$ cat config.mk
export PLATFORM = sky130hd
export DESIGN_NAME = ascii_hex_parser
export DESIGN_NICKNAME = d
export VERILOG_FILES = /design/src/rtl/ascii_pkg.sv /design/src/rtl/ascii_hex_digit.sv /design/src/rtl/ascii_hex_parser.sv
export SDC_FILE = /design/constraint.sdc
export NUM_CORES = 1
export LEC_CHECK = 0
export CORE_AREA = 2 2 52 90
export DETAILED_ROUTE_END_ITERATION = 7
export DIE_AREA = 0 0 54 92
export GPL_ROUTABILITY_DRIVEN = 0
export PLACE_DENSITY = 0.81
export SLEW_MARGIN = 20
export SYNTH_ARGS = -nofsm -noshare
export SYNTH_HDL_FRONTEND = slang
export SYNTH_SLANG_ARGS = --single-unit
$ cat constraint.sdc
create_clock -name clk_i -period 1.8 [get_ports clk_i]
set_input_delay 0.54 -clock clk_i [delete_from_list [all_inputs] [get_ports clk_i]]
set_output_delay 0.54 -clock clk_i [all_outputs]
set_load 0.03 [all_outputs]
$ cat src/rtl/ascii_pkg.sv
// Shared definitions for the keyboard-path ASCII blocks.
// Holds the ASCII code points used by the hex digit decoder and the
// parser state type.
package ascii_pkg;

  localparam logic [7:0] ASCII_0    = 8'h30;
  localparam logic [7:0] ASCII_9    = 8'h39;
  localparam logic [7:0] ASCII_A_UC = 8'h41;
  localparam logic [7:0] ASCII_F_UC = 8'h46;
  localparam logic [7:0] ASCII_A_LC = 8'h61;
  localparam logic [7:0] ASCII_F_LC = 8'h66;
  localparam logic [7:0] ASCII_CR   = 8'h0D;
  localparam logic [7:0] ASCII_SP   = 8'h20;

  typedef enum logic [1:0] {
    IDLE    = 2'd0,
    COLLECT = 2'd1,
    HOLD    = 2'd2
  } parser_state_e;

endpackage

$ cat src/rtl/ascii_hex_digit.sv
// Combinational ASCII character classifier.
//   in_data_i  : ASCII character
//   is_digit_o : character is 0-9, A-F or a-f
//   is_term_o  : character is CR or space
//   nibble_o   : binary value of the digit (0 when not a digit)
module ascii_hex_digit
  import ascii_pkg::*;
(
  input  logic [7:0] in_data_i,
  output logic       is_digit_o,
  output logic       is_term_o,
  output logic [3:0] nibble_o
);

  always_comb begin
    is_digit_o = 1'b0;
    is_term_o  = 1'b0;
    nibble_o   = 4'd0;
    if (in_data_i >= ASCII_0 && in_data_i <= ASCII_9) begin
      is_digit_o = 1'b1;
      nibble_o   = 4'(in_data_i - ASCII_0);
    end else if (in_data_i >= ASCII_A_UC && in_data_i <= ASCII_F_UC) begin
      is_digit_o = 1'b1;
      nibble_o   = 4'(in_data_i - ASCII_A_UC) + 4'd10;
    end else if (in_data_i >= ASCII_A_LC && in_data_i <= ASCII_F_LC) begin
      is_digit_o = 1'b1;
      nibble_o   = 4'(in_data_i - ASCII_A_LC) + 4'd10;
    end else if (in_data_i == ASCII_CR || in_data_i == ASCII_SP) begin
      is_term_o  = 1'b1;
    end
  end

endmodule

$ cat src/rtl/ascii_hex_parser.sv
// Streaming ASCII-hex to binary parser.
// Collects hex digits MSB-first into a word of 8*NBYTES bits. A word is
// emitted when NDIGITS digits have arrived, or earlier on CR/space
// (right-aligned, zero-extended). Illegal characters pulse err_o and
// discard the partial word.
//   clk_i, rst_ni            : clock, async active-low reset
//   in_valid_i/in_ready_o    : input byte handshake, in_data_i the byte
//   out_valid_o/out_ready_i  : output word handshake, out_data_o the word
//   err_o                    : one-cycle pulse on an illegal byte
//   digit_cnt_o              : digits held in the current word
//
// state   | meaning
// IDLE    | no partial word held, digit count zero
// COLLECT | 1 to NDIGITS-1 digits held
// HOLD    | completed word presented, waiting for out_ready_i
module ascii_hex_parser
  import ascii_pkg::*;
#(
  parameter int NBYTES  = 2,
  localparam int NDIGITS = 2 * NBYTES,
  localparam int W       = 8 * NBYTES,
  localparam int CW      = $clog2(NDIGITS + 1)
) (
  input  logic          clk_i,
  input  logic          rst_ni,
  input  logic          in_valid_i,
  output logic          in_ready_o,
  input  logic [7:0]    in_data_i,
  output logic          out_valid_o,
  input  logic          out_ready_i,
  output logic [W-1:0]  out_data_o,
  output logic          err_o,
  output logic [CW-1:0] digit_cnt_o
);

  parser_state_e state_q, state_d;
  logic [W-1:0]  acc_q, acc_d;
  logic [W-1:0]  out_q, out_d;
  logic [CW-1:0] cnt_q, cnt_d;
  logic          err_q, err_d;

  logic          is_digit, is_term;
  logic [3:0]    nibble;
  logic          accept;
  logic [W-1:0]  acc_shift;

  ascii_hex_digit u_digit (
    .in_data_i  (in_data_i),
    .is_digit_o (is_digit),
    .is_term_o  (is_term),
    .nibble_o   (nibble)
  );

  assign in_ready_o  = (state_q != HOLD);
  assign out_valid_o = (state_q == HOLD);
  assign out_data_o  = out_q;
  assign err_o       = err_q;
  assign digit_cnt_o = cnt_q;

  assign accept    = in_valid_i && in_ready_o;
  assign acc_shift = {acc_q[W-5:0], nibble};

  always_comb begin
    state_d = state_q;
    acc_d   = acc_q;
    out_d   = out_q;
    cnt_d   = cnt_q;
    err_d   = 1'b0;
    case (state_q)
      IDLE, COLLECT: begin
        if (accept) begin
          if (is_digit) begin
            acc_d = acc_shift;
            cnt_d = cnt_q + CW'(1);
            if (cnt_q == CW'(NDIGITS - 1)) begin
              out_d   = acc_shift;
              state_d = HOLD;
            end else begin
              state_d = COLLECT;
            end
          end else if (is_term) begin
            // The accumulator starts at zero, so it is already right-aligned.
            if (state_q == COLLECT) begin
              out_d   = acc_q;
              state_d = HOLD;
            end
          end else begin
            err_d   = 1'b1;
            acc_d   = '0;
            cnt_d   = '0;
            state_d = IDLE;
          end
        end
      end
      HOLD: begin
        if (out_ready_i) begin
          acc_d   = '0;
          cnt_d   = '0;
          state_d = IDLE;
        end
      end
      default: begin
        acc_d   = '0;
        cnt_d   = '0;
        state_d = IDLE;
      end
    endcase
  end

  always_ff @(posedge clk_i or negedge rst_ni) begin
    if (!rst_ni) begin
      state_q <= IDLE;
      acc_q   <= '0;
      out_q   <= '0;
      cnt_q   <= '0;
      err_q   <= 1'b0;
    end else begin
      state_q <= state_d;
      acc_q   <= acc_d;
      out_q   <= out_d;
      cnt_q   <= cnt_d;
      err_q   <= err_d;
    end
  end

endmodule

==> metrics.txt <==
status finished with violations; failing checks setup timing; buffer cell driving the clock tree root clkbuf_8; GRT Total Usage 24.52%; share of post-route cells with drive strength above 1 54.55%; measured slew at the worst slew-check pin 0.4902 ns; Final period util 124.2%; reg2reg path depth 6; H-tree level count 2; starting utilization of the core area 44.16%; global-route wire length before repair 8687 microns; count of vias placed by the detailed router 1618; CP max-delay cell or4b_4; CTS Buf Count 5; max-slew violation count 0; Design Area, Final 3085 sq um; total number of clock tree sinks 38; total power divided by cell area 571.0 nW/um^2; worst max-slew margin expressed relative to the limit 67.32%; netlist area before placement 1909 sq um; First-pass DRT Iterations 4; cells along the critical path buf_6 > or4b_4 > a311oi_4 > buf_6 > o21ai_4 > a21oi_4 > buf_8 > mux2_4; overall die height 92 microns; number of enable-type register cells in the synthesized netlist 0; # setup viols final 38; pin count of the biggest net entering global routing 39; total congestion overflow after global routing 0; Syn Nets 164; post-detail-place hpwl 2737 microns; RSZ-0062 raised after global routing true; die outline width 54 microns; sequential cell area fraction in the yosys report 49.80%; number of hold violations in the final report 0; Crit path required time 1.98 ns; Area Overhead vs Synth 61.60%; wire length per cell 19.13 microns; type of the tightest min-delay check in2async; post-detailed-route count of antenna-violating nets 0; Site Rows 32; synthesized flop and latch total 38; total wire length 5396 microns; total of max-cap violations 0; via count of the first global-routing pass 1703; least setup slack across all paths after layout -0.4355 ns; setup slack at placement -1.170 ns; f_max 447.3 MHz; Worst VDD drop 0.0004446 V; Synth Instances 147; core occupancy in the finished layout 71.35%; count of buffers inserted at the top-level ports 33; CP startpoint kind input port; number of antenna violations at the first check in global routing 0; number of buffers on the longest clock path 2; clock tree from TritonCTS yes; Most Frequent Cell on Critical Path buf_6; static leakage 1.541 nW; count of different cell masters after synthesis 37; drt first-iter violations 23; final critical delay including setup and external delays 2.236 ns; post-detailed-placement cell area 2447 sq um; final hold slack 0.2818 ns; number of I/O pins 34; ratio of routed vias to standard cells 5.738; final net count 247; per-instance average area after synthesis 12.99 sq um; type of the worst setup path in2reg; clock latency on the worst-skew pair 0.30 ns; crit path max fanout 7; register clock-pin slew on the reported worst setup and hold paths 0.08 ns; die area 4968 sq um; Most used DFF post-synth dfrtp_1; Placeable Area 4324 sq um; final setup skew 0.003533 ns; signal arrival time at the worst endpoint 2.42 ns; async set-reset flop share out of synthesis 100.0%; remaining routing DRC violations 0; crit end category flip-flop; count of hold-fix buffers inserted at cts 0; number of warnings printed during yosys synthesis 0; total inserted antenna cells 0; CP max stage delay 0.56 ns
-- state kept, by name, summed over array words and instances, names as in the netlist --
name	cells
acc_q	16
digit_cnt_o	3
state_q	2
err_o	1
out_data_o	16
-- cell type report --
cell class | count | area [sq um]
clock buffers | 6 | 82.58
clock inverters | 2 | 12.51
fillers | 284 | 1239
inverters | 5 | 28.78
multi-input cells | 101 | 1214
flip-flops and latches | 38 | 950.9
well taps | 51 | 63.81
repair buffers | 79 | 733.2
-- through the flow --
stage	total power, mW	TNS, ns	std cells
after global placement	1.060	-39.28	246
final	1.762	-9.804	282
after detailed placement	1.063	-40.99	246
after CTS	1.746	-10.31	282
after global routing	1.818	-11.33	282
after floorplan	0.9673	-15.24	147
-- metal layers --
| metal | vias to the layer above | global-route usage [%] | part of all wire, % |
|---|---|---|---|
| li1 | 722 | - | - |
| met1 | 811 | 26.62 | 37 |
| met2 | 59 | 41.97 | 54 |
| met3 | 26 | 4.072 | 3.4 |
| met4 | 0 | 14.79 | 5.6 |
| met5 | - | 0 | 0 |
-- path summary, 6_finish.rpt --
check | startpoint | end | slack (ns)
max | in_data_i[4] | out_data_o[9] | -0.44
max in group asynchronous | rst_ni | acc_q[12] | 1.17
max reg2reg | digit_cnt_o[0] | out_data_o[9] | 0.01
min | rst_ni | digit_cnt_o[1] | 0.28
min in group clk_i | out_data_o[3] | out_data_o[3] | 0.51
min reg2reg | out_data_o[3] | out_data_o[3] | 0.51
-- cell usage in the layout (no fill, tap or decap), drive strengths merged, types with 2 or more instances in the layout --
master and n:
inv 5, nand2 6, nor2 5, buf 55, dfrtp 38, o21a 2
ha 5, o21bai 2, clkdlybuf4s15 2, clkdlybuf4s50 2, a2bb2oi 3, o31ai 4
a21oi 5, nand2b 5, clkbuf 6, o21ai 4, dlygate4sd2 20, mux2 30
a22oi 2, a22o 13, nor3 3
-- worst max-delay path: cells and delay by family --
| family | cells | cell delay, ns |
|---|---|---|
| multiplexers | 1 | 0.31 |
| AND/OR/NAND/NOR | 1 | 0.56 |
| buffers and inverters | 3 | 0.44 |
| AO/OA/AOI/OAI | 3 | 0.56 |
-- synth_stat cells (2+ instances only) --
library cell | count | area (sq um)
nand2_1 | 6 | 22.52
o21a_1 | 2 | 15.01
a22o_1 | 13 | 113.9
o21bai_1 | 2 | 15.01
a21oi_1 | 3 | 15.01
nor2_1 | 3 | 11.26
nor3_1 | 3 | 15.01
mux2_2 | 24 | 270.3
mux2_4 | 6 | 90.09
dfrtp_1 | 38 | 950.9
nand2b_1 | 5 | 31.28
inv_1 | 5 | 18.77
o21ai_0 | 3 | 15.01
o31ai_1 | 4 | 30.03
clkbuf_1 | 3 | 11.26
ha_1 | 5 | 62.56
a22oi_1 | 2 | 15.01
-- report_power, final --
| part | total (mW) | switching (mW) | internal, mW | leakage, nW |
|---|---|---|---|---|
| combinational | 0.256 | 0.128 | 0.128 | 0.967 |
| sequential | 0.872 | 0.00904 | 0.863 | 0.526 |
| clock | 0.634 | 0.326 | 0.308 | 0.0472 |
| total | 1.76 | 0.463 | 1.30 | 1.54 |
-- kinds of logic (layout without fill, tap and decap cells) --
| kind of cell | after synthesis | count (layout) | synth area share, % |
|---|---|---|---|
| fa+ha+maj | 5 | 5 | 3.277 |
| buf+inv | 11 | 92 | 2.818 |
| mux | 30 | 30 | 18.87 |
| flops | 38 | 38 | 49.80 |
| simple gates | 26 | 27 | 8.781 |
| compound gates | 37 | 39 | 16.45 |
-- repair_timing --
item                       in CTS  in global routing
cloned                          4                  0
buffers inserted               25                  4
resized for setup             110                 21
pin swaps                      13                 17
setup endpoints to repair      58                 38
(Power assumes the default switching activity.)
